## src/rtl/rr_arbiter8.sv

```systemverilog
// ============================================================================
//  Module   : rr_arbiter8
//  Purpose  : Eight-way round-robin arbiter, registered one-hot grant with
//             valid/ready handshake and a bounded per-owner beat budget.
//  Revision : 1.0
// ============================================================================
`default_nettype none

module rr_arbiter8 #(
    parameter int N        = 8,
    parameter int MAX_HOLD = 4
) (
    input  logic         clk,
    input  logic         resetn,
    input  logic [N-1:0] req,
    output logic [N-1:0] gnt,
    output logic         gnt_valid,
    input  logic         gnt_ready
);

    typedef enum logic [0:0] {
        IDLE = 1'b0,
        BUSY = 1'b1
    } state_t;

    localparam logic [3:0] LAST_BEAT = 4'(MAX_HOLD - 1);

    state_t       state_q, state_d;
    logic [2:0]   ptr_q, ptr_d;
    logic [3:0]   beats_q, beats_d;
    logic [N-1:0] gnt_q, gnt_d;
    logic         gnt_valid_q, gnt_valid_d;

    logic [2:0]   owner;
    logic         handshake;
    logic         do_release;

    // Scan ptr+1 .. ptr+8 (mod 8); iterating downwards lets the nearest hit win.
    // ptr itself is visited last, so the previous owner wins only when alone.
    function automatic logic [2:0] pick(input logic [7:0] r, input logic [2:0] p);
        logic [2:0] idx;
        pick = p;
        for (int i = 8; i >= 1; i--) begin
            idx = p + 3'(i);
            if (r[idx]) begin
                pick = idx;
            end
        end
    endfunction

    function automatic logic [7:0] onehot(input logic [2:0] idx);
        onehot = 8'd1 << idx;
    endfunction

    always_comb begin
        owner = 3'd0;
        for (int i = 0; i < N; i++) begin
            if (gnt_q[i]) begin
                owner = 3'(i);
            end
        end
    end

    assign handshake  = gnt_valid_q & gnt_ready;
    assign do_release = handshake & (~req[owner] | (beats_q == LAST_BEAT));

    always_comb begin
        state_d = state_q;
        ptr_d   = ptr_q;
        beats_d = beats_q;
        gnt_d   = gnt_q;
        case (state_q)
            IDLE: begin
                if (|req) begin
                    gnt_d   = onehot(pick(req, ptr_q));
                    beats_d = 4'd0;
                    state_d = BUSY;
                end
            end
            BUSY: begin
                if (do_release) begin
                    ptr_d   = owner;
                    beats_d = 4'd0;
                    if (|req) begin
                        // Rotation uses the owner being released, not the stale ptr.
                        gnt_d = onehot(pick(req, owner));
                    end else begin
                        gnt_d   = '0;
                        state_d = IDLE;
                    end
                end else if (handshake) begin
                    beats_d = beats_q + 4'd1;
                end
            end
            default: begin
                state_d = IDLE;
                gnt_d   = '0;
                beats_d = 4'd0;
            end
        endcase
        gnt_valid_d = |gnt_d;
    end

    always_ff @(posedge clk or negedge resetn) begin
        if (!resetn) begin
            state_q     <= IDLE;
            ptr_q       <= 3'd7;
            beats_q     <= 4'd0;
            gnt_q       <= '0;
            gnt_valid_q <= 1'b0;
        end else begin
            state_q     <= state_d;
            ptr_q       <= ptr_d;
            beats_q     <= beats_d;
            gnt_q       <= gnt_d;
            gnt_valid_q <= gnt_valid_d;
        end
    end

    assign gnt       = gnt_q;
    assign gnt_valid = gnt_valid_q;

`ifndef SYNTHESIS
    a_onehot : assert property (@(posedge clk) disable iff (!resetn) $onehot0(gnt_q));
    a_valid  : assert property (@(posedge clk) disable iff (!resetn) gnt_valid_q == (|gnt_q));
    a_beats  : assert property (@(posedge clk) disable iff (!resetn) beats_q < 4'(MAX_HOLD));
    a_stable : assert property (@(posedge clk) disable iff (!resetn)
                                (state_q == BUSY && !handshake) |=> $stable(gnt_q));
`endif

endmodule

`default_nettype wire

```

## config.mk

```make
export PLATFORM = sky130hd
export DESIGN_NAME = rr_arbiter8
export DESIGN_NICKNAME = d
export VERILOG_FILES = /design/src/rtl/rr_arbiter8.sv
export SDC_FILE = /design/constraint.sdc
export NUM_CORES = 1
export LEC_CHECK = 0
export CORE_MARGIN = 1
export CORE_UTILIZATION = 38
export CTS_BUF_LIST = sky130_fd_sc_hd__clkbuf_4 sky130_fd_sc_hd__clkbuf_8
export CTS_CLUSTER_DIAMETER = 60
export DETAILED_ROUTE_END_ITERATION = 8
export GPL_ROUTABILITY_DRIVEN = 0
export GPL_TIMING_DRIVEN = 0
export SLEW_MARGIN = 15
export SYNTH_ARGS = -nofsm -noshare
export SYNTH_HDL_FRONTEND = slang
export SYNTH_SLANG_ARGS = --single-unit
```

## constraint.sdc

```tcl
create_clock -name clk -period 11.35 [get_ports clk]
set_clock_uncertainty 0.2 [all_clocks]
set_input_delay 2.27 -clock clk [delete_from_list [all_inputs] [get_ports clk]]
set_output_delay 2.27 -clock clk [all_outputs]
set_load 0.02 [all_outputs]
```

==> impl_metrics.ini, run 1 <==
[outcome]
outcome = finished clean

[clock_network]
hold_buffers = 0
cts_max_level = 1
cts.sinks = 17
cts.path.max_buffers = 2
root_buffer = clkbuf_8
cts_resized = 0
cts_setup_buffers = 0
cts_buffers = 3
cts_tree = built
clk_pin_slew_worst_paths_ns = 0.07
clock_latency_ns = 0.25

[cells_and_area]
final_area_sq_mm = 0.00312
nFillCells = 726
nNetsFinal = 376
syn2layout_area_growth_pct = 13.0
n_antenna_cell = 0
layout-drive-gt1-share = 0.125

[place]
dpl_cell_area_sq_mm = 0.00307
hpwl_microns = 6450
io_buffer_count = 19

[global_routing]
overflow = 0
gr-usage-all-layers = 0.225
grt_first_pass_wirelength_microns = 13500
antenna_found_initial = 0
grt_start_max_net_pins = 18
grt_pass1_vias = 2695

[die]
row_count = 30
die_h_microns = 87.2
core-area_sq_mm = 0.00691
die-area_sq_mm = 0.00760
io_pins = 20
die_w_microns = 87.2
start_util = 0.399

[hold_path]
min_from = beats_q[0]
hold_path.class = reg2reg
holdPathStages = 1
min_to = beats_q[0]

[setup_path]
worstReg2RegStart = ptr_q[1]
r2r_end = gnt[4]
required_ns = 11.30
start_kind = input pin
reg2regPathDepth = 13
cp_slowest_cell = o41ai_1
crit_chain = clkdlybuf4s50_1, clkbuf_1, mux4_2, a21oi_1, nand2_1, o31ai_1, nor3_1, o41ai_1, a32oi_1, o31ai_1
worstSetupPathType = in2reg
r2r_slack_ns = 6.77
cp-end-kind = register
crit_fanout = 10
worstPathArrival_ns = 5.33
path_buf_inv = 2
crit_path_frequent_cell = o31ai_1
cp_slowest_stage_delay_ns = 0.77
cp_top_family = compound AO/OA/AOI/OAI gates

[sta]
hold_viol_final = 0
slew_viol_final = 0
finalCriticalPeriod_ns = 5.38
rsz0062_at_grt = false
fin_crit_sh = 0.474
setup_viol = 0
fmax_ghz = 0.186
fin_setup_tns_ns = 0
slew_headroom = 0.458
worst_pin_slew_ns = 0.802

[detailed_routing]
wl_per_cell_microns = 17.9
drtAntennaViolNets = 0
drc = 0
vias = 2876
totalWireLength_microns = 8150
drtIter0Drc = 177
vias_per_cell = 6.32
drtPass1Iterations = 4

[synthesis]
ys_warn_count = 0
synth_top_area_share = 0.139
syn-num-nets = 352
syn_inst = 336
synth.largest_area_cell = mux4_2
yosysUniqueCellTypes = 67
synth.area.top_cells = mux4_2 14%, dfrtp_1 13%, mux2i_1 5.8%
synth_top_flop_cell = dfrtp_1
ys_ff_latch = 17
synth_edf_count = 0
synth.cell_area_sq_mm = 0.00276
syn_area_per_cell_sq_um = 8.20
async_reset_ff_frac = 1.00
yosysMostFrequentCell = nand2_1
synthTopCellsByCount = 38 x nand2_1, 24 x nor2_1, 21 x a21oi_1
yosysSeqAreaShare = 0.156

[run]
maxCapViolations = 0
cells in the final DEF, fill, tap and decap left out, types with 3 or more instances in the layout:
cell             Yosys  layout
o22ai_1              6       6
a211oi_1             3       3
mux4_2              17      17
a32oi_1              8       8
clkdlybuf4s50_1      0      19
o211ai_1             7       7
nand2_1             38      38
o21ai_0             19      19
xor2_1               5       5
xnor2_1              7       7
clkinv_1             3       3
a21boi_0             4       4
nand2b_1             6       6
nor2_1              24      24
dfrtp_1             14      14
clkbuf_1            15      15
mux2_2               3       3
and2_1               8       8
nand3_1             13      13
dfstp_2              3       3
inv_1                4       4
and3_1               6       6
o31ai_1             13      13
buf_2                5       5
nor3_1               4       4
a221oi_1             4       4
a21oi_1             21      21
clkbuf_8             0       3
a31oi_1              5       5
ha_1                 5       5
mux2i_1             16      16
per-stage QoR:
| step | util | std cells | hold WS [ns] | worst slack [ns] |
|---|---|---|---|---|
| 6_report | 0.451 | 455 | 0.336 | 5.97 |
| 5_1_grt | 0.451 | 455 | 0.367 | 5.64 |
| 4_1_cts | 0.451 | 455 | 0.334 | 5.96 |
| 3_5_place_dp | 0.444 | 451 | 0.325 | 5.69 |
| 3_3_place_gp | 0.444 | 451 | 0.316 | 5.71 |
| 2_1_floorplan | - | 336 | 0.292 | 6.80 |
how the worst max path moves through the flow:
stage          endpoint    from  depth (start not counted)
2_1_floorplan    gnt[0]  req[1]                          9
3_3_place_gp     gnt[5]  req[3]                         10
3_5_place_dp     gnt[5]  req[3]                         10
4_1_cts          gnt[5]  req[3]                         10
5_1_grt          gnt[5]  req[3]                         10
6_report         gnt[5]  req[3]                         10
registers in the layout (all words and copies together) (netlist names):
signal / flops
beats_q: 4
gnt: 8
gnt_valid: 1
ptr_q: 3
state_q: 1
kinds of logic (layout without fill, tap and decap cells):
logic type / count (synthesis) / in the layout / share of synthesized area
AOI/OAI and AO/OA: 118 / 118 / 0.312
and+or+nand+nor: 117 / 117 / 0.211
muxes: 37 / 37 / 0.215
buffers and inverters: 30 / 53 / 0.0458
DFF: 17 / 17 / 0.156
xor gates and xnor gates: 12 / 12 / 0.0381
adders and majority gates: 5 / 5 / 0.0227
layer usage:
layer  track usage  vias to the layer above  part of all wire  wire, microns
li1              -                     1368                 -              -
met1         0.311                     1385              0.44           3610
met2         0.372                      103              0.49           3970
met3        0.0265                       20             0.047            382
met4        0.0656                        0             0.023            191
met5             0                        -                 0              0
final cells by class:
type                       instances  area (sq um)  area share
sequential                        17           429       0.138
buffer                            22          96.3      0.0309
timing repair buffer              19           190      0.0610
multi-input combinational        289          2200       0.706
clock buffer                       4          48.8      0.0157
inverter                           8          30.0     0.00964
tap                               96           120      0.0386
worst reg2reg max path: stages, from the launching register on:
cell and delay, ns:
dfstp_2 0.53, clkbuf_1 0.42, clkbuf_1 0.40, inv_1 0.21, ha_1 0.32, clkbuf_1 0.29
buf_1 0.45, mux4_2 0.38, nor3_1 0.15, o21ai_0 0.17, a41o_1 0.32, xnor2_1 0.34
a32oi_1 0.20, o31ai_1 0.12
Power of run 1 is not shown: default switching activity piles up to over one toggle a cycle in this logic, so the estimate is an artifact.
==> inputs of run 2 (changes only) <==
==> constraint.sdc (replaced) <==
create_clock -name clk -period 4.7 [get_ports clk]
set_clock_uncertainty 0.2 [all_clocks]
set_input_delay 0.94 -clock clk [delete_from_list [all_inputs] [get_ports clk]]
set_output_delay 0.94 -clock clk [all_outputs]
set_load 0.02 [all_outputs]
==> run 2 against run 1 <==
First-iteration DRC count is 1.1% lower. Global-route usage unchanged. Flip-flop and latch count is the same. Non-clock buffer count down 1. Routed wire length decreased by 0.63%. Worst hold slack about the same. Sequential share of layout area is essentially flat.
==> impl_metrics.ini, run 2 (synthesis gave the netlist of run 1 again) <==
[global_routing]
overflow = 0
grt_busiest_layer = met2
met1_usage = 0.311
grt_first_pass_wirelength_microns = 13500
grt_use_met2 = 0.372
use_met3 = 0.0265
grt_start_max_net_pins = 18
antenna_found_initial = 0
gr-usage-all-layers = 0.225
grt_pass1_vias = 2695

[die]
die-area_sq_mm = 0.00760
die_h_microns = 87.2
row_count = 30
start_util = 0.399
io_pins = 20
die_w_microns = 87.2
core-area_sq_mm = 0.00691

[setup_path]
cp_slowest_cell = mux4_2
crit_fanout = 10
cp-end-kind = register
crit_chain = buf_2, nor2_1, o31ai_1, buf_2, clkinv_1, ha_1, xor2_1, mux4_2, o22ai_1, a21oi_1, a221o_1, o31ai_1
start_kind = register
worstSetupPathType = reg2reg
required_ns = 4.65
cp_slowest_stage_delay_ns = 0.64
worstPathArrival_ns = 4.26

[sta]
fmax_ghz = 0.232
hold_viol_final = 0
slew_headroom = 0.493
slew_viol_final = 0
fin_crit_sh = 0.919
fin_setup_tns_ns = 0
worst_pin_slew_ns = 0.758
rsz0062_at_grt = false
finalCriticalPeriod_ns = 4.32
setup_viol = 0

[clock_network]
cts.path.max_buffers = 2
clk_pin_slew_worst_paths_ns = 0.07
root_buffer = clkbuf_8
cts_tree = built
cts_max_level = 1
hold_buffers = 0
cts_buffers = 3
clock_latency_ns = 0.25
cts.sinks = 17

[detailed_routing]
drc = 0
totalWireLength_microns = 8100
drtPass1Iterations = 4
drtAntennaViolNets = 0
wl_per_cell_microns = 17.8
drtIter0Drc = 175
vias = 2857
vias_per_cell = 6.29

[hold_path]
hold_path.class = reg2reg

[run]
maxCapViolations = 0

[cells_and_area]
syn2layout_area_growth_pct = 13.4
n_antenna_cell = 0
largest_register_ffs = 8
layout_commonest_cell = nand2_1
layout-drive-gt1-share = 0.134
instances_no_fill = 454
final_cell_mix = 38 x nand2_1, 24 x nor2_1, 21 x a21oi_1, 19 x o21ai_0, 19 x clkdlybuf4s50_1
nNetsFinal = 375
nFillCells = 731

[place]
hpwl_microns = 6450
io_buffer_count = 19
dp.cells = 451

[outcome]
outcome = finished clean
run 2: changes by cell type in the layout (fill, tap and decap cells not counted), sizes merged:
cell,before,now
buf,7,6
run 2: routing by layer:
metal / wire length (microns) / vias up
met3: 366 / 16
met1: 3580 / 1376
met4: 165 / 0
met5: 0 / -
met2: 3990 / 95
li1: - / 1370
run 2: worst paths after layout:
path	slack (ns)	cells after the start	to	startpoint
setup / recovery	0.38	12	gnt[3]	gnt[3]
hold / removal	0.34	1	beats_q[0]	beats_q[0]
hold reg to reg	0.34	1	beats_q[0]	beats_q[0]
setup reg to reg	0.38	12	gnt[3]	gnt[3]
max in group asynchronous	2.89	1	gnt[7]	resetn
min in group asynchronous	0.93	1	state_q	resetn
run 2: final cells by class:
cell class | instances | area (sq um) | share of cell area
clock buffer | 4 | 48.8 | 0.0156
multi-input combinational | 289 | 2210 | 0.708
inverter | 8 | 30.0 | 0.00960
tap | 96 | 120 | 0.0384
timing repair buffer | 19 | 190 | 0.0608
buffer | 21 | 93.8 | 0.0300
sequential | 17 | 429 | 0.137
run 2: critical path: cells and delay by family, from the launching register on:
kind	cells	cell delay [ns]
AOI/OAI and AO/OA	5	1.30
buffers and inverters	3	0.79
muxes	1	0.64
xor gates and xnor gates	1	0.47
adders and majority gates	1	0.36
DFF	1	0.35
and+or+nand+nor	1	0.10
run 2: through the flow:
step	cell area [sq um]	worst slack, ns	hold WS [ns]	utilization
floorplan	2760	0.798	0.292	-
global placement	3070	0.200	0.316	0.444
detailed placement	3070	0.168	0.325	0.444
CTS	3120	0.160	0.334	0.451
global route	3130	0.0375	0.367	0.453
finish	3130	0.382	0.336	0.453
run 2: repair_timing:
| item | 4_1_cts | 5_1_grt |
|---|---|---|
| buffers inserted | 0 | 0 |
| gates resized for setup | 0 | 3 |
| setup endpoints to repair | 0 | 8 |
| hold endpoints to repair | 0 | 0 |
Power of run 2 is left out for the same reason.
